--- src/rtl/uart_pkg.sv ---
// Shared types and constants for the UART receive path.
package uart_pkg;

   typedef enum logic [1:0] {
      IDLE  = 2'd0,
      START = 2'd1,
      DATA  = 2'd2,
      STOP  = 2'd3
   } rx_state_t;

   localparam int unsigned OVERSAMPLE = 16;
   localparam int unsigned DATA_BITS  = 8;

endpackage

--- src/rtl/rx_fifo.sv ---
// First-word-fall-through byte FIFO; a pop on a full FIFO frees the slot for a same-cycle push.
module rx_fifo import uart_pkg::*; #(
   parameter int unsigned DEPTH = 4,
   parameter int unsigned WIDTH = DATA_BITS
) (
   input  logic                    clk,
   input  logic                    reset,
   input  logic                    push,
   input  logic                    pop,
   input  logic [WIDTH-1:0]        wdata,
   output logic [WIDTH-1:0]        rdata,
   output logic [$clog2(DEPTH):0]  count,
   output logic                    full,
   output logic                    empty
);

   localparam int unsigned PTR_W = $clog2(DEPTH);
   localparam int unsigned CNT_W = PTR_W + 1;

   logic [WIDTH-1:0] mem [DEPTH];
   logic [PTR_W-1:0] wptr;
   logic [PTR_W-1:0] rptr;
   logic             do_push;
   logic             do_pop;

   // Status decode and accepted-operation qualification.
   always_comb begin
      empty   = (count == '0);
      full    = (count == CNT_W'(DEPTH));
      do_pop  = pop && !empty;
      do_push = push && (!full || do_pop);
      rdata   = empty ? '0 : mem[rptr];
   end

   // Storage array; the head is masked while empty so it never needs a reset.
   always_ff @(posedge clk) begin
      if (do_push) mem[wptr] <= wdata;
   end

   // Pointers and occupancy.
   always_ff @(posedge clk or negedge reset) begin
      if (!reset) begin
         wptr  <= '0;
         rptr  <= '0;
         count <= '0;
      end else begin
         if (do_push) wptr <= wptr + PTR_W'(1);
         if (do_pop)  rptr <= rptr + PTR_W'(1);
         count <= count + CNT_W'(do_push) - CNT_W'(do_pop);
      end
   end

endmodule

--- src/rtl/uart_rx_fifo.sv ---
// 8N1 UART receiver with 16x oversampling feeding a small FWFT FIFO, sticky flags and level IRQ.
module uart_rx_fifo import uart_pkg::*; #(
   parameter int unsigned CLK_HZ = 50_000_000,
   parameter int unsigned BAUD   = 9600,
   parameter int unsigned DEPTH  = 4
) (
   input  logic                    clk,
   input  logic                    reset,
   input  logic                    rx,
   input  logic                    rd,
   input  logic                    clr,
   output logic [DATA_BITS-1:0]    rx_data,
   output logic                    rx_valid,
   output logic [$clog2(DEPTH):0]  rx_count,
   output logic                    overrun,
   output logic                    frame_err,
   output logic                    irq
);

   localparam int unsigned DIV    = CLK_HZ / (BAUD * OVERSAMPLE);
   localparam int unsigned DIV_W  = (DIV > 1) ? $clog2(DIV) : 1;
   localparam int unsigned TICK_W = $clog2(OVERSAMPLE);
   localparam int unsigned BIT_W  = $clog2(DATA_BITS);

   rx_state_t            state, state_next;
   logic                 sync1, rxs, rxs_prev;
   logic [DIV_W-1:0]     div_cnt;
   logic [TICK_W-1:0]    tick_cnt;
   logic [BIT_W-1:0]     bit_cnt;
   logic [DATA_BITS-1:0] shreg;
   logic                 stop_wait;
   logic                 tick;
   logic                 tick_rst_c, shift_c, push_c, fe_set_c;
   logic                 fifo_full, fifo_empty;
   logic                 ovr_set;

   // Two-flop synchroniser plus one history flop for start-edge detection; idle level is 1.
   always_ff @(posedge clk or negedge reset) begin
      if (!reset) begin
         sync1    <= 1'b1;
         rxs      <= 1'b1;
         rxs_prev <= 1'b1;
      end else begin
         sync1    <= rx;
         rxs      <= sync1;
         rxs_prev <= rxs;
      end
   end

   // Oversample tick: divider only runs while a frame is in progress.
   assign tick = (state != IDLE) && (div_cnt == DIV_W'(DIV - 1));

   // FSM state register.
   always_ff @(posedge clk or negedge reset) begin
      if (!reset) state <= IDLE;
      else        state <= state_next;
   end

   // Next-state and datapath strobes.
   always_comb begin
      state_next = state;
      tick_rst_c = 1'b0;
      shift_c    = 1'b0;
      push_c     = 1'b0;
      fe_set_c   = 1'b0;
      case (state)
         IDLE: begin
            if (rxs_prev && !rxs) state_next = START;
         end
         START: begin
            if (tick && tick_cnt == TICK_W'(OVERSAMPLE / 2 - 1)) begin
               if (rxs) begin
                  state_next = IDLE;
               end else begin
                  tick_rst_c = 1'b1;
                  state_next = DATA;
               end
            end
         end
         DATA: begin
            if (tick && tick_cnt == TICK_W'(OVERSAMPLE - 1)) begin
               shift_c = 1'b1;
               if (bit_cnt == BIT_W'(DATA_BITS - 1)) state_next = STOP;
            end
         end
         STOP: begin
            if (stop_wait) begin
               if (rxs) state_next = IDLE;
            end else if (tick && tick_cnt == TICK_W'(OVERSAMPLE - 1)) begin
               if (rxs) begin
                  push_c     = 1'b1;
                  state_next = IDLE;
               end else begin
                  fe_set_c   = 1'b1;
               end
            end
         end
         default: state_next = IDLE;
      endcase
   end

   // Divider, tick/bit counters and shift register; all counters are held clear in IDLE.
   always_ff @(posedge clk or negedge reset) begin
      if (!reset) begin
         div_cnt   <= '0;
         tick_cnt  <= '0;
         bit_cnt   <= '0;
         shreg     <= '0;
         stop_wait <= 1'b0;
      end else begin
         if (state == IDLE) begin
            div_cnt  <= '0;
            tick_cnt <= '0;
            bit_cnt  <= '0;
         end else begin
            div_cnt <= tick ? '0 : div_cnt + DIV_W'(1);
            if (tick_rst_c) tick_cnt <= '0;
            else if (tick)  tick_cnt <= tick_cnt + TICK_W'(1);
            if (shift_c) begin
               shreg   <= {rxs, shreg[DATA_BITS-1:1]};
               bit_cnt <= bit_cnt + BIT_W'(1);
            end
         end
         // Bad stop bit: park in STOP until the line goes high again.
         if (state_next != STOP) stop_wait <= 1'b0;
         else if (fe_set_c)      stop_wait <= 1'b1;
      end
   end

   rx_fifo #(.DEPTH(DEPTH), .WIDTH(DATA_BITS)) u_fifo (
      .clk   (clk),
      .reset (reset),
      .push  (push_c),
      .pop   (rd),
      .wdata (shreg),
      .rdata (rx_data),
      .count (rx_count),
      .full  (fifo_full),
      .empty (fifo_empty)
   );

   // A full FIFO is never empty, so any rd in the push cycle frees a slot.
   assign ovr_set = push_c && fifo_full && !rd;

   // Sticky flags; a set in the same cycle as clr wins.
   always_ff @(posedge clk or negedge reset) begin
      if (!reset) begin
         overrun   <= 1'b0;
         frame_err <= 1'b0;
      end else begin
         overrun   <= ovr_set  | (overrun   & ~clr);
         frame_err <= fe_set_c | (frame_err & ~clr);
      end
   end

   assign rx_valid = !fifo_empty;
   assign irq      = rx_valid;

endmodule
--- config.mk ---
export PLATFORM = sky130hd
export DESIGN_NAME = uart_rx_fifo
export DESIGN_NICKNAME = d
export VERILOG_FILES = /design/src/rtl/uart_pkg.sv /design/src/rtl/rx_fifo.sv /design/src/rtl/uart_rx_fifo.sv
export SDC_FILE = /design/constraint.sdc
export NUM_CORES = 1
export LEC_CHECK = 0
export ABC_AREA = 1
export CORE_MARGIN = 5
export CORE_UTILIZATION = 45
export CTS_BUF_LIST = sky130_fd_sc_hd__clkbuf_8 sky130_fd_sc_hd__clkbuf_16
export DETAILED_ROUTE_END_ITERATION = 6
export GPL_TIMING_DRIVEN = 0
export MAX_ROUTING_LAYER = met4
export REMOVE_ABC_BUFFERS = 1
export SYNTH_ARGS = -nofsm -noshare
export SYNTH_HDL_FRONTEND = slang
export SYNTH_SLANG_ARGS = --single-unit
--- constraint.sdc ---
create_clock -name clk -period 2.61 [get_ports clk]
set_input_delay 0.783 -clock clk [delete_from_list [all_inputs] [get_ports clk]]
set_output_delay 0.783 -clock clk [all_outputs]
set_load 0.01 [all_outputs]
# == Word level (Yosys, flattened, before mapping) ==
# Memories as Yosys holds them, arrays and structs flattened.
# Cells that the tools add are included.
# totals
ff_bits,39
ramBits,32
inputBits,5
out_inout_bits,15
n_memories,1
# op_classes
addsub,7
n_eq_ne,9
muxes,33
n_bitwise,6
n_reduce_logical,20
# mem_list
name,words,word_bits,read_ports,rd_clocked_by_memory_dff,wr,line,rtl
u_fifo.mem,4,8,1,0,1,rx_fifo.sv:20,logic [WIDTH-1:0] mem [DEPTH];
# ops
operator,count
9-bit 2-to-1 mux,2
1-bit 2-to-1 mux,16
2-bit 2-to-1 mux,8
4-bit 2-to-1 mux,3
9-bit by 1-bit adder with 9-bit output (second input constant),1
9-bit equality test (second input constant),1
1-bit logical AND,8
8-bit 2-to-1 mux,1
2-bit one-hot mux with 4 select lines,1
3-bit equality test (second input constant),2
3-bit 2-to-1 mux,2
2-bit nonzero test,3
2-bit by 1-bit adder with 2-bit output (second input constant),2
4-bit by 1-bit adder with 4-bit output (second input constant),1
2-bit equality test (second input constant),2
4-bit by 3-bit equality test with 1-bit output (second input constant),1
4-bit equality test (second input constant),1
1-bit zero test,4
3-bit by 1-bit adder with 3-bit output,1
3-bit by 1-bit adder with 3-bit output (second input constant),1
3-bit zero test,1
3-bit nonzero test,1
3-bit by 1-bit subtractor with 3-bit output,1
1-bit bitwise AND,2
7 further kinds,9

# == Longest topological paths before layout ==
# Gate-level depths: netlist of the first run.
# logic_depth
word_depth,9
ltp_mapped,12
mapped_depth_nobuf,12

# == Cells and area by module ==
# From an unflattened synthesis of the first run, not the netlist that was laid out.
# unflattened
cells_unflattened,348
area_unflattened_um2,3343.2
# modules_own_cells
module,instances,cells_each,area_per_inst_um2
rx_fifo,1,179,1821.7
uart_rx_fifo,1,169,1521.5

# == Least setup slack after synthesis of the first run ==
# OpenSTA, ideal clock, no wires.
# synth_path
path_kind,reg2reg
startpoint,register div_cnt[0]
endpoint,register u_fifo.count[2]
setup_ps,123
t_arrival_ps,1958
t_required_ps,2487
slack_ps,530
path_stages_with_launch,13
n_path_buf,0
path_cell_list,dfrtp_1 inv_1 ha_1 nand2_1 nor2_1 nand3_2 nor2_4 nand4_4 inv_2 ha_1 inv_1 fa_1 xnor2_1
# synth_via
elab_chain_cells,9
# synth_rtl
item,line,rtl
"start, declared",uart_rx_fifo.sv:27,logic [DIV_W-1:0] div_cnt;
"start signal, assigned",uart_rx_fifo.sv:116,div_cnt <= tick ? '0 : div_cnt + DIV_W'(1);
9-bit equality test,uart_rx_fifo.sv:51,assign tick = (state != IDLE) && (div_cnt == DIV_W'(DIV - 1));
1-bit logical AND,uart_rx_fifo.sv:51,
1-bit logical AND,uart_rx_fifo.sv:89,end else if (tick && tick_cnt == TICK_W'(OVERSAMPLE - 1)) begin
1-bit 2-to-1 mux,uart_rx_fifo.sv:89,
1-bit 2-to-1 mux,uart_rx_fifo.sv:87,if (stop_wait) begin
1-bit 2-to-1 mux,uart_rx_fifo.sv:66,case (state)
1-bit logical AND,rx_fifo.sv:31,do_push = push && (!full || do_pop);
net u_fifo.do_push,rx_fifo.sv:23,logic do_push;
3-bit by 1-bit adder with 3-bit output,rx_fifo.sv:49,count <= count + CNT_W'(do_push) - CNT_W'(do_pop);
3-bit by 1-bit subtractor with 3-bit output,rx_fifo.sv:49,
"end signal, assigned",rx_fifo.sv:49,
"end, declared",rx_fifo.sv:12,"output logic [$clog2(DEPTH):0] count,"
# The timed path passes the listed nets, and every way through them passes these cells.
# A chain may end at the register's enable or synchronous reset.

# == Worst setup path after layout of the first run ==
# layout_path
startpoint,register u_fifo.rptr[0]
endpoint,output rx_data[0]
# layout_via
elab_chain_cells,2
# layout_rtl
item,line,rtl
"start, declared",rx_fifo.sv:22,logic [PTR_W-1:0] rptr;
"start signal, assigned",rx_fifo.sv:48,if (do_pop) rptr <= rptr + PTR_W'(1);
memory read 4 x 8 bit,n/a,
8-bit 2-to-1 mux,rx_fifo.sv:32,rdata = empty ? '0 : mem[rptr];
"end, declared",uart_rx_fifo.sv:12,"output logic [DATA_BITS-1:0] rx_data,"
# Every way passes these cells.

==> metrics.txt, run 1 <==
# TYPE chip_impl_metric gauge
chip_impl_info{name="run_status",value="finished clean"} 1
chip_impl_metric{name="final_critical_path_setup_slack",unit="ns"} 0.172
chip_impl_metric{name="grt_first_pass_wirelength",unit="mm"} 10.4
chip_impl_metric{name="timing.final.hold_violations",unit=""} 0
chip_impl_metric{name="area_growth_syn_to_layout",unit="%"} 17.7
chip_impl_info{name="setup.worst_path.end_class",value="output port"} 1
chip_impl_metric{name="grt_overflow_total",unit=""} 0
chip_impl_metric{name="detailedPlacementHpwl",unit="mm"} 3.92
chip_impl_metric{name="grt_start_max_net_pins",unit=""} 40
chip_impl_metric{name="final_cell_count_no_fill",unit=""} 456
chip_impl_metric{name="share_of_final_layout_standard_cells_stronger_than_drive_strength_1",unit=""} 0.144
chip_impl_metric{name="fp.coreArea",unit="sq um"} 6870
chip_impl_metric{name="floorplan.rows",unit=""} 30
chip_impl_metric{name="finalCritPeriodShare",unit=""} 0.934
chip_impl_metric{name="route.detailed.wl_per_inst",unit="um"} 12.9
chip_impl_metric{name="cts_max_path_buffers",unit=""} 2
chip_impl_metric{name="max_transition_viols_final",unit=""} 0
chip_impl_metric{name="floorplan.initialDensity",unit=""} 0.468
chip_impl_metric{name="timing.hold.ws",unit="ns"} 0.365
chip_impl_info{name="tritoncts",value="built"} 1
chip_impl_info{name="cts.root.buffer_cell",value="clkbuf_8"} 1
chip_impl_metric{name="die_width",unit="um"} 94.6
chip_impl_metric{name="place_worst_setup_slack",unit="ns"} -0.142
chip_impl_metric{name="syn_area",unit="sq um"} 3220
chip_impl_metric{name="detailedRoute.firstPassIterationCount",unit=""} 4
chip_impl_metric{name="clk_latency",unit="ns"} 0.34
chip_impl_metric{name="cts_hold_buffers",unit=""} 0
chip_impl_metric{name="final_core_util",unit=""} 0.551
chip_impl_metric{name="dp_cells",unit=""} 432
chip_impl_metric{name="number_of_antenna_violations_at_the_first_check_in_global_routing",unit=""} 0
chip_impl_metric{name="power_leakage",unit="nW"} 1.79
chip_impl_metric{name="drc_marker_count_from_the_first_detailed_route_iteration",unit=""} 65
chip_impl_metric{name="critical_path_arrival",unit="ns"} 1.65
chip_impl_metric{name="transition_time_of_the_tightest_slew_check_pin",unit="ns"} 0.871
chip_impl_metric{name="n_antenna_cell",unit=""} 0
chip_impl_metric{name="worst-endpoint-required",unit="ns"} 1.83
chip_impl_metric{name="min_period",unit="ns"} 2.44
chip_impl_info{name="class_of_the_tightest_hold_or_removal_check",value="reg2reg"} 1
chip_impl_metric{name="power_density",unit="nW/um^2"} 913
chip_impl_metric{name="max_freq",unit="MHz"} 410
chip_impl_metric{name="netlist_instances",unit=""} 325
chip_impl_metric{name="cts.clk_slew.worst_paths",unit="ns"} 0.07
chip_impl_metric{name="maxCapViolations",unit=""} 0
chip_impl_info{name="mostFrequentLayoutCells",value="51 x nor2_1, 44 x nand2_1, 36 x inv_1, 34 x dfrtp_1, 32 x edfxtp_1"} 1
chip_impl_metric{name="vdd_drop_max",unit="V"} 0.000551
chip_impl_metric{name="yosys.cell_types.count",unit=""} 32
chip_impl_metric{name="buffer_ports.inserted",unit=""} 19
chip_impl_metric{name="filler_cell_count_in_the_final_layout",unit=""} 620
chip_impl_info{name="timing_worst_setup_path_type",value="reg2out"} 1
chip_impl_metric{name="die-height",unit="um"} 94.6
chip_impl_metric{name="tritoncts.num_buffers",unit=""} 9
chip_impl_metric{name="h-tree-depth",unit=""} 3
chip_impl_metric{name="detailroute.via_count",unit=""} 2164
chip_impl_metric{name="track_usage",unit=""} 0.158
chip_impl_info{name="startpoint_kind_of_the_worst_setup_timing_path",value="flop"} 1
chip_impl_metric{name="dpl_cell_area",unit="sq um"} 3470
chip_impl_metric{name="finalWirelength",unit="mm"} 5.87
chip_impl_metric{name="worst_relative_slew_slack",unit=""} 0.419
chip_impl_info{name="layout.cells.most_common",value="nor2_1"} 1
chip_impl_metric{name="io_pins",unit=""} 20
chip_impl_metric{name="grt_pass1_vias",unit=""} 2286
chip_impl_metric{name="area.sequential",unit="sq um"} 1950
chip_impl_metric{name="antenna_violating_nets_post_route",unit=""} 0
chip_impl_metric{name="die-area",unit="sq um"} 8940
chip_impl_info{name="rsz0062_at_grt",value="no"} 1
chip_impl_metric{name="post-route-cell-area",unit="sq um"} 3780
chip_impl_metric{name="layout_nets",unit=""} 372
chip_impl_metric{name="drc_violations_left",unit=""} 0
chip_impl_metric{name="ys_warn_count",unit=""} 0
chip_impl_metric{name="synth-seq-area-share",unit=""} 0.603
chip_impl_metric{name="synth_seq_cells",unit=""} 71
chip_impl_metric{name="multiInputGateArea",unit="sq um"} 1060
chip_impl_metric{name="avgViaCountPerCell",unit=""} 4.75
chip_impl_metric{name="timing.final.setup_violations",unit=""} 0
chip_impl_metric{name="clock_skew",unit="ns"} 0.00771
chip_impl_metric{name="cts_sinks",unit=""} 71
chip_impl_metric{name="gpl.final_weighted_congestion",unit=""} 0.806
chip_impl_metric{name="syn_area_per_cell",unit="sq um"} 9.90
chip_impl_metric{name="critical_path_peak_fanout",unit=""} 6
[critical path, stage by stage (launching register included)]
cell	delay, ns
dfrtp_4	0.54
buf_4	0.18
nor2_1	0.09
nor2_1	0.04
o21ai_0	0.08
a21oi_1	0.09
dlygate4sd2_1	0.29
[synthesized netlist by cell type]
| library cell | number | share of area |
|---|---|---|
| dfstp_2 | 3 | 0.025 |
| nor2_1 | 55 | 0.064 |
| xor2_1 | 4 | 0.011 |
| o22ai_1 | 3 | 0.0058 |
| nand2_2 | 2 | 0.0039 |
| a21oi_1 | 15 | 0.023 |
| nand4_4 | 1 | 0.0066 |
| nand3_2 | 1 | 0.0031 |
| xnor2_1 | 2 | 0.0054 |
| inv_1 | 35 | 0.041 |
| nand4_1 | 3 | 0.0058 |
| inv_2 | 10 | 0.012 |
| nand2_1 | 44 | 0.051 |
| nor2_2 | 1 | 0.0019 |
| o21ai_0 | 23 | 0.036 |
| edfxtp_1 | 32 | 0.30 |
| nand3_1 | 23 | 0.036 |
| fa_1 | 1 | 0.0062 |
| nor3_1 | 3 | 0.0047 |
| clkinv_1 | 1 | 0.0012 |
| dfrtp_1 | 36 | 0.28 |
| o21ai_1 | 2 | 0.0031 |
| o31ai_1 | 2 | 0.0047 |
| and3_1 | 1 | 0.0019 |
| buf_6 | 2 | 0.0070 |
| buf_2 | 3 | 0.0047 |
| nor2_4 | 1 | 0.0035 |
| nor3_2 | 1 | 0.0031 |
| buf_4 | 1 | 0.0023 |
| ha_1 | 11 | 0.043 |
| o21ai_2 | 1 | 0.0027 |
| clkbuf_1 | 2 | 0.0023 |
[report_power, final]
group	total (W)	switching, W	internal, W
Combinational	0.00111	0.000625	0.000480
Sequential	0.00139	0.000124	0.00126
Clock	0.000962	0.000401	0.000561
Total	0.00345	0.00115	0.00230
[sequential cells by signal, indices dropped and copies added, names as in the netlist]
register	count
div_cnt	9
rxs_prev	1
rxs	1
shreg	8
tick_cnt	4
state	2
bit_cnt	3
u_fifo.wptr	2
u_fifo.count	3
u_fifo.rptr	2
sync1	1
frame_err	1
u_fifo.mem	32
overrun	1
stop_wait	1
[repair_timing]
item | CTS | global route
pin swaps | 0 | 1
gates resized for setup | 15 | 5
endpoints found under the setup margin | 24 | 36
setup buffers | 5 | 3
[through the flow]
step           setup TNS (ns)  power (W)
6_report                    0    0.00345
5_1_grt                     0    0.00372
4_1_cts                -0.111    0.00351
3_5_place_dp            -2.54    0.00248
3_3_place_gp           -10.01    0.00245
2_1_floorplan               0    0.00204
[per-layer routing]
metal / vias to the layer above / wire length [um] / global-route usage
met4: 0 / 95 / 0.0625
met3: 7 / 149 / 0.0367
li1: 1124 / - / -
met2: 25 / 2910 / 0.272
met5: - / 0 / -
met1: 1008 / 2720 / 0.178
[layout make-up]
class                           count  share of cell area
Sequential cell                    71               0.514
Inverter                           46              0.0476
Timing Repair Buffer               27              0.0674
Clock buffer                       10              0.0364
Tap cell                           96              0.0317
Clock inverter                      6              0.0225
Multi-Input combinational cell    200               0.280
[worst paths after layout]
| kind | from | endpoint | slack [ns] | cells after the start |
|---|---|---|---|---|
| setup / recovery | u_fifo.rptr[0] | rx_data[0] | 0.17 | 6 |
| hold / removal | sync1 | rxs | 0.37 | 0 |
| setup reg to reg | div_cnt[0] | u_fifo.mem[2][0] | 0.29 | 8 |
| hold reg to reg | sync1 | rxs | 0.37 | 0 |
| max in group asynchronous | reset | u_fifo.rptr[0] | 1.40 | 1 |
| min in group asynchronous | reset | frame_err | 0.56 | 1 |
[cells by family after synthesis]
group,Yosys count,synth area share
AND/OR/NAND/NOR,136,0.186
buffers and inverters,54,0.0700
XOR/XNOR,6,0.0163
flip-flops,71,0.603
AO/OA/AOI/OAI,46,0.0755
adder cells (fa/ha/maj),12,0.0490
Power figures use the tool's default switching activity.
==> run 2, diff against run 1 <==
CELL_PAD_IN_SITES_DETAIL_PLACEMENT = 0   (was default)
CELL_PAD_IN_SITES_GLOBAL_PLACEMENT = 1   (was default)
PLACE_DENSITY_LB_ADDON = 0.1   (was default)
==> run 2 against run 1 <==
Power fell by 3.9%. Register-to-register slack got worse by 0.07 ns. Clock skew fell by 0.0016 ns. Critical path type unchanged. Largest cell class unchanged. Largest power group unchanged.
==> metrics.txt, run 2 (same netlist as run 1, synthesis figures left out) <==
# TYPE chip_impl_metric gauge
chip_impl_info{name="layout.cells.most_common",value="nor2_1"} 1
chip_impl_metric{name="timing.final.hold_violations",unit=""} 0
chip_impl_metric{name="largest_register_ff_count",unit=""} 32
chip_impl_metric{name="area_growth_syn_to_layout",unit="%"} 16.2
chip_impl_info{name="rsz0062_at_grt",value="no"} 1
chip_impl_metric{name="sequentialPowerShare",unit=""} 0.415
chip_impl_info{name="setup.worst_path.end_class",value="output port"} 1
chip_impl_metric{name="area.sequential",unit="sq um"} 1950
chip_impl_info{name="timing_worst_setup_path_type",value="reg2out"} 1
chip_impl_info{name="timing.rr.start",value="div_cnt[0]"} 1
chip_impl_metric{name="tns",unit="ns"} 0
chip_impl_metric{name="floorplan.rows",unit=""} 30
chip_impl_info{name="run_status",value="finished clean"} 1
chip_impl_metric{name="pwr-share-comb",unit=""} 0.325
chip_impl_metric{name="internal_power",unit="W"} 0.00217
chip_impl_metric{name="max_freq",unit="MHz"} 408
chip_impl_metric{name="ff2ff_setup_slack",unit="ns"} 0.22
chip_impl_info{name="startpoint_kind_of_the_worst_setup_timing_path",value="flop"} 1
chip_impl_metric{name="power.share.switching",unit=""} 0.345
chip_impl_metric{name="track_usage",unit=""} 0.153
chip_impl_metric{name="tritoncts.num_buffers",unit=""} 9
chip_impl_metric{name="clk_latency",unit="ns"} 0.33
chip_impl_info{name="tritoncts",value="built"} 1
chip_impl_metric{name="detailedRoute.firstPassIterationCount",unit=""} 6
chip_impl_info{name="holdPathEnd",value="rxs"} 1
chip_impl_metric{name="avgViaCountPerCell",unit=""} 4.77
chip_impl_metric{name="detailroute.via_count",unit=""} 2164
chip_impl_metric{name="switching_power",unit="W"} 0.00115
chip_impl_metric{name="gpl.final_weighted_congestion",unit=""} 0.789
chip_impl_metric{name="worst_relative_slew_slack",unit=""} 0.411
chip_impl_metric{name="cts_hold_buffers",unit=""} 0
chip_impl_metric{name="n_antenna_cell",unit=""} 0
chip_impl_metric{name="buffer_ports.inserted",unit=""} 19
chip_impl_metric{name="multiInputGateArea",unit="sq um"} 1060
chip_impl_metric{name="drc_violations_left",unit=""} 0
chip_impl_metric{name="floorplan.initialDensity",unit=""} 0.468
chip_impl_metric{name="slowest_delay",unit="ns"} 0.49
chip_impl_info{name="mostFrequentLayoutCells",value="51 x nor2_1, 44 x nand2_1, 36 x inv_1, 34 x dfrtp_1, 32 x edfxtp_1"} 1
chip_impl_metric{name="vdd_drop_max",unit="V"} 0.000384
chip_impl_metric{name="share_of_final_layout_standard_cells_stronger_than_drive_strength_1",unit=""} 0.137
chip_impl_metric{name="layout_nets",unit=""} 370
chip_impl_metric{name="timing.hold.ws",unit="ns"} 0.358
chip_impl_metric{name="die_width",unit="um"} 94.6
chip_impl_info{name="worst_path_cell_with_the_longest_stage_delay",value="dfrtp_4"} 1
chip_impl_metric{name="io_pins",unit=""} 20
chip_impl_metric{name="place_worst_setup_slack",unit="ns"} -0.189
chip_impl_metric{name="drc_marker_count_from_the_first_detailed_route_iteration",unit=""} 61
chip_impl_metric{name="final_critical_path_setup_slack",unit="ns"} 0.157
chip_impl_metric{name="antenna_violating_nets_post_route",unit=""} 0
chip_impl_metric{name="power_density",unit="nW/um^2"} 888
chip_impl_metric{name="p_clk_frac",unit=""} 0.260
chip_impl_metric{name="worst-endpoint-required",unit="ns"} 1.83
chip_impl_metric{name="number_of_antenna_violations_at_the_first_check_in_global_routing",unit=""} 0
chip_impl_metric{name="min_period",unit="ns"} 2.45
chip_impl_metric{name="finalWirelength",unit="mm"} 5.93
chip_impl_metric{name="grt_start_max_net_pins",unit=""} 40
chip_impl_metric{name="worstRegToRegCells",unit=""} 12
chip_impl_info{name="cp_cell_sequence",value="buf_12, inv_4, o21ai_0, a21oi_1, dlygate4sd2_1"} 1
chip_impl_metric{name="route.detailed.wl_per_inst",unit="um"} 13.1
chip_impl_info{name="worst_hold_startpoint",value="sync1"} 1
chip_impl_metric{name="maxCapViolations",unit=""} 0
chip_impl_info{name="cts.root.buffer_cell",value="clkbuf_8"} 1
chip_impl_metric{name="max_transition_viols_final",unit=""} 0
chip_impl_metric{name="power_leakage",unit="nW"} 1.75
chip_impl_metric{name="die-height",unit="um"} 94.6
chip_impl_metric{name="critical_path_arrival",unit="ns"} 1.67
chip_impl_metric{name="clock_skew",unit="ns"} 0.00614
chip_impl_metric{name="cts_sinks",unit=""} 71
chip_impl_metric{name="whs_path_depth",unit=""} 0
chip_impl_info{name="top_register",value="u_fifo.mem"} 1
chip_impl_metric{name="cts_max_path_buffers",unit=""} 2
chip_impl_metric{name="die-area",unit="sq um"} 8940
chip_impl_info{name="biggest_regs",value="u_fifo.mem: 32 flops, div_cnt: 9 flops, shreg: 8 flops"} 1
chip_impl_info{name="class_of_the_tightest_hold_or_removal_check",value="reg2reg"} 1
chip_impl_metric{name="final_core_util",unit=""} 0.544
chip_impl_metric{name="grt_pass1_vias",unit=""} 2101
chip_impl_metric{name="grt_overflow_total",unit=""} 0
chip_impl_metric{name="finalCritPeriodShare",unit=""} 0.940
chip_impl_metric{name="detailedPlacementHpwl",unit="mm"} 3.93
chip_impl_metric{name="fp.coreArea",unit="sq um"} 6870
chip_impl_metric{name="grt_first_pass_wirelength",unit="mm"} 9.96
chip_impl_metric{name="report.power.total",unit="W"} 0.00332
chip_impl_metric{name="cts.clk_slew.worst_paths",unit="ns"} 0.08
chip_impl_metric{name="h-tree-depth",unit=""} 3
chip_impl_metric{name="critical_path_peak_fanout",unit=""} 16
chip_impl_metric{name="timing.final.setup_violations",unit=""} 0
chip_impl_metric{name="filler_cell_count_in_the_final_layout",unit=""} 633
chip_impl_metric{name="transition_time_of_the_tightest_slew_check_pin",unit="ns"} 0.884
chip_impl_info{name="reg2reg_to",value="u_fifo.count[2]"} 1
-- run 2: worst max path at each step --
stage	cells after the start	end	from	slack, ns
floorplan	12	u_fifo.count[2]	div_cnt[0]	0.42
global placement	1	shreg[3]	reset	-0.24
detailed placement	5	u_fifo.mem[2][4]	rd	-0.19
global route	5	rx_data[7]	u_fifo.rptr[0]	0.002
CTS	8	u_fifo.mem[1][5]	div_cnt[0]	-0.05
finish	5	rx_data[1]	u_fifo.rptr[0]	0.16
-- run 2: per-stage QoR --
step / std cells / instance area [sq um]
2_1_floorplan: 317 / 3160
3_3_place_gp: 432 / 3470
4_1_cts: 450 / 3700
6_report: 454 / 3740
5_1_grt: 454 / 3740
3_5_place_dp: 432 / 3470
-- run 2: worst max-delay path, delay by kind of cell, from the launching register on --
kind,cells,cell delay [ns]
flip-flops,1,0.49
buffers and inverters,3,0.56
AO/OA/AOI/OAI,2,0.27
-- run 2: final cells by class --
| class | count | share of cell area |
|---|---|---|
| Clock buffer | 10 | 0.0368 |
| Inverter | 46 | 0.0482 |
| Clock inverter | 6 | 0.0161 |
| Tap cell | 96 | 0.0321 |
| Timing Repair Buffer | 25 | 0.0626 |
| Multi-Input combinational cell | 200 | 0.284 |
| Sequential cell | 71 | 0.520 |
-- run 2: metal layers --
metal | GRT usage | routed length (um)
met5 | - | 0
met4 | 0.0757 | 68
met3 | 0.0295 | 153
met2 | 0.253 | 3020
met1 | 0.180 | 2690
-- run 2: repair_timing --
item | in CTS | in global routing
endpoints found under the setup margin | 40 | 27
pin swaps | 0 | 1
gates resized for setup | 16 | 3
buffers inserted | 2 | 4
-- run 2: power groups by stage --
stage	combinational, W	sequential [W]	clock [W]
CTS	0.00110	0.00138	0.000893
detailed placement	0.00105	0.00143	0
global placement	0.00104	0.00143	0
global route	0.00123	0.00140	0.000942
floorplan	0.000637	0.00140	0
finish	0.00108	0.00138	0.000864
==> run 3, diff against run 2 <==
PLACE_DENSITY = 0.8   (was default)
PLACE_DENSITY_LB_ADDON = default   (was 0.1)
==> run 3 against run 2 <==
Sequential power about the same. Fmax up 2.0%. Hold slack better by 0.0040 ns. Largest power group unchanged.
==> metrics.txt, run 3 (same netlist as run 1, synthesis figures left out) <==
# TYPE chip_impl_metric gauge
chip_impl_info{name="layout.cells.most_common",value="nor2_1"} 1
chip_impl_metric{name="cts_max_path_buffers",unit=""} 2
chip_impl_metric{name="switching_power",unit="W"} 0.00116
chip_impl_metric{name="layout_nets",unit=""} 373
chip_impl_metric{name="die-height",unit="um"} 94.6
chip_impl_metric{name="number_of_antenna_violations_at_the_first_check_in_global_routing",unit=""} 0
chip_impl_metric{name="power_density",unit="nW/um^2"} 889
chip_impl_metric{name="gpl.final_weighted_congestion",unit=""} 0.789
chip_impl_metric{name="finalWirelength",unit="mm"} 6.08
chip_impl_info{name="startpoint_kind_of_the_worst_setup_timing_path",value="flop"} 1
chip_impl_metric{name="grt_overflow_total",unit=""} 0
chip_impl_metric{name="critical_path_peak_fanout",unit=""} 9
chip_impl_metric{name="slowest_delay",unit="ns"} 0.43
chip_impl_metric{name="clk_latency",unit="ns"} 0.33
chip_impl_info{name="critPathLaunch",value="u_fifo.count[1]"} 1
chip_impl_metric{name="largest_register_ff_count",unit=""} 32
chip_impl_metric{name="detailedPlacementHpwl",unit="mm"} 4.02
chip_impl_metric{name="final_core_util",unit=""} 0.549
chip_impl_metric{name="power.share.switching",unit=""} 0.346
chip_impl_info{name="cts.root.buffer_cell",value="clkbuf_8"} 1
chip_impl_metric{name="timing.hold.ws",unit="ns"} 0.363
chip_impl_metric{name="drc_violations_left",unit=""} 0
chip_impl_metric{name="clock_skew",unit="ns"} 0.00609
chip_impl_info{name="tritoncts",value="built"} 1
chip_impl_metric{name="drc_marker_count_from_the_first_detailed_route_iteration",unit=""} 63
chip_impl_metric{name="cts_sinks",unit=""} 71
chip_impl_metric{name="timing.final.setup_violations",unit=""} 0
chip_impl_metric{name="area_growth_syn_to_layout",unit="%"} 17.2
chip_impl_metric{name="grt_start_max_net_pins",unit=""} 40
chip_impl_info{name="rsz0062_at_grt",value="no"} 1
chip_impl_metric{name="tritoncts.num_buffers",unit=""} 9
chip_impl_metric{name="cts_hold_buffers",unit=""} 0
chip_impl_metric{name="buffer_ports.inserted",unit=""} 19
chip_impl_metric{name="floorplan.initialDensity",unit=""} 0.468
chip_impl_metric{name="die_width",unit="um"} 94.6
chip_impl_metric{name="cts.clk_slew.worst_paths",unit="ns"} 0.07
chip_impl_metric{name="grt_pass1_vias",unit=""} 2234
chip_impl_metric{name="sequentialPowerShare",unit=""} 0.411
chip_impl_metric{name="floorplan.rows",unit=""} 30
chip_impl_info{name="mostFrequentLayoutCells",value="50 x nor2_1, 44 x nand2_1, 36 x inv_1, 34 x dfrtp_1, 32 x edfxtp_1"} 1
chip_impl_metric{name="io_pins",unit=""} 20
chip_impl_info{name="biggest_regs",value="u_fifo.mem: 32 flops, div_cnt: 9 flops, shreg: 8 flops"} 1
chip_impl_metric{name="h-tree-depth",unit=""} 3
chip_impl_metric{name="pwr-share-comb",unit=""} 0.341
chip_impl_metric{name="fp.coreArea",unit="sq um"} 6870
chip_impl_metric{name="finalCritPeriodShare",unit=""} 0.921
chip_impl_metric{name="max_freq",unit="MHz"} 416
chip_impl_metric{name="antenna_violating_nets_post_route",unit=""} 0
chip_impl_metric{name="die-area",unit="sq um"} 8940
chip_impl_metric{name="internal_power",unit="W"} 0.00219
chip_impl_metric{name="critical_path_arrival",unit="ns"} 1.62
chip_impl_metric{name="grt_first_pass_wirelength",unit="mm"} 10.4
chip_impl_metric{name="avgViaCountPerCell",unit=""} 4.79
chip_impl_info{name="cp_cell_sequence",value="nor2_1, nand2_1, inv_2, a21oi_1, dlygate4sd2_1"} 1
chip_impl_info{name="top_register",value="u_fifo.mem"} 1
chip_impl_metric{name="worst-endpoint-required",unit="ns"} 1.83
chip_impl_info{name="reg2reg_to",value="u_fifo.count[2]"} 1
chip_impl_metric{name="vdd_drop_max",unit="V"} 0.000379
chip_impl_metric{name="maxCapViolations",unit=""} 0
chip_impl_info{name="setup.worst_path.end_class",value="output port"} 1
chip_impl_metric{name="p_clk_frac",unit=""} 0.248
chip_impl_metric{name="share_of_final_layout_standard_cells_stronger_than_drive_strength_1",unit=""} 0.147
chip_impl_metric{name="ff2ff_setup_slack",unit="ns"} 0.28
chip_impl_metric{name="min_period",unit="ns"} 2.40
chip_impl_metric{name="tns",unit="ns"} 0
chip_impl_metric{name="route.detailed.wl_per_inst",unit="um"} 13.3
chip_impl_metric{name="n_antenna_cell",unit=""} 0
chip_impl_metric{name="power_leakage",unit="nW"} 1.76
chip_impl_info{name="timing.rr.start",value="div_cnt[0]"} 1
chip_impl_info{name="endpoint",value="rx_data[1]"} 1
chip_impl_metric{name="transition_time_of_the_tightest_slew_check_pin",unit="ns"} 0.872
chip_impl_metric{name="detailedRoute.firstPassIterationCount",unit=""} 4
chip_impl_metric{name="track_usage",unit=""} 0.157
chip_impl_info{name="run_status",value="finished clean"} 1
chip_impl_metric{name="detailroute.via_count",unit=""} 2191
chip_impl_info{name="timing_worst_setup_path_type",value="reg2out"} 1
chip_impl_metric{name="max_transition_viols_final",unit=""} 0
chip_impl_metric{name="worstRegToRegCells",unit=""} 12
chip_impl_metric{name="worst_relative_slew_slack",unit=""} 0.419
chip_impl_info{name="class_of_the_tightest_hold_or_removal_check",value="reg2reg"} 1
chip_impl_info{name="worst_path_cell_with_the_longest_stage_delay",value="dfrtp_1"} 1
chip_impl_metric{name="timing.final.hold_violations",unit=""} 0
-- run 3: stage by stage --
step / power [W] / setup slack (ns) / std cells / area, sq um
after global routing: 0.00360 / 0.0434 / 457 / 3770
after floorplan: 0.00204 / 0.422 / 317 / 3160
after CTS: 0.00339 / 0.0133 / 453 / 3730
final: 0.00335 / 0.205 / 457 / 3770
after global placement: 0.00245 / -0.217 / 432 / 3470
after detailed placement: 0.00249 / -0.145 / 432 / 3470
-- run 3: what timing repair did --
item / CTS / global route
pin swaps: 0 / 1
setup endpoints to repair: 24 / 35
resized for setup: 17 / 4
setup buffers: 5 / 4
-- run 3: area by class of cell --
type	count	area, sq um
clock inverter	7	65.1
inverter	46	180
sequential	71	1950
multi-input combinational	200	1060
timing repair buffer	28	272
clock buffer	9	124
fill	653	3100
tap	96	120
-- run 3: worst max-delay path: cells and delay by family, from the launching register on --
kind            cells  cell delay, ns
compound gates      1            0.08
buf+inv             2            0.48
flops               1            0.43
simple gates        2            0.30
-- run 3: worst min path at each step --
stage,slack (ns),cells past startpoint,to,from
4_1_cts,0.36,0,rxs,sync1
6_report,0.36,0,rxs,sync1
2_1_floorplan,0.35,0,rxs,sync1
5_1_grt,0.37,0,rxs,sync1
3_5_place_dp,0.35,0,rxs,sync1
3_3_place_gp,0.35,0,rxs,sync1
-- run 3: power by group through the flow --
stage | clock, W | combinational [W] | sequential [W]
after floorplan | 0 | 0.000637 | 0.00140
after global placement | 0 | 0.00103 | 0.00143
after detailed placement | 0 | 0.00105 | 0.00144
after CTS | 0.000852 | 0.00116 | 0.00138
after global routing | 0.000908 | 0.00130 | 0.00140
final | 0.000830 | 0.00114 | 0.00138
-- run 3: layer usage --
metal  up-vias  part of all wire  track usage
met4         0             0.010       0.0685
met1      1039              0.44        0.177
met2        22              0.53        0.275
met3         6             0.022       0.0239
met5         -                 0            -
li1       1124                 -            -
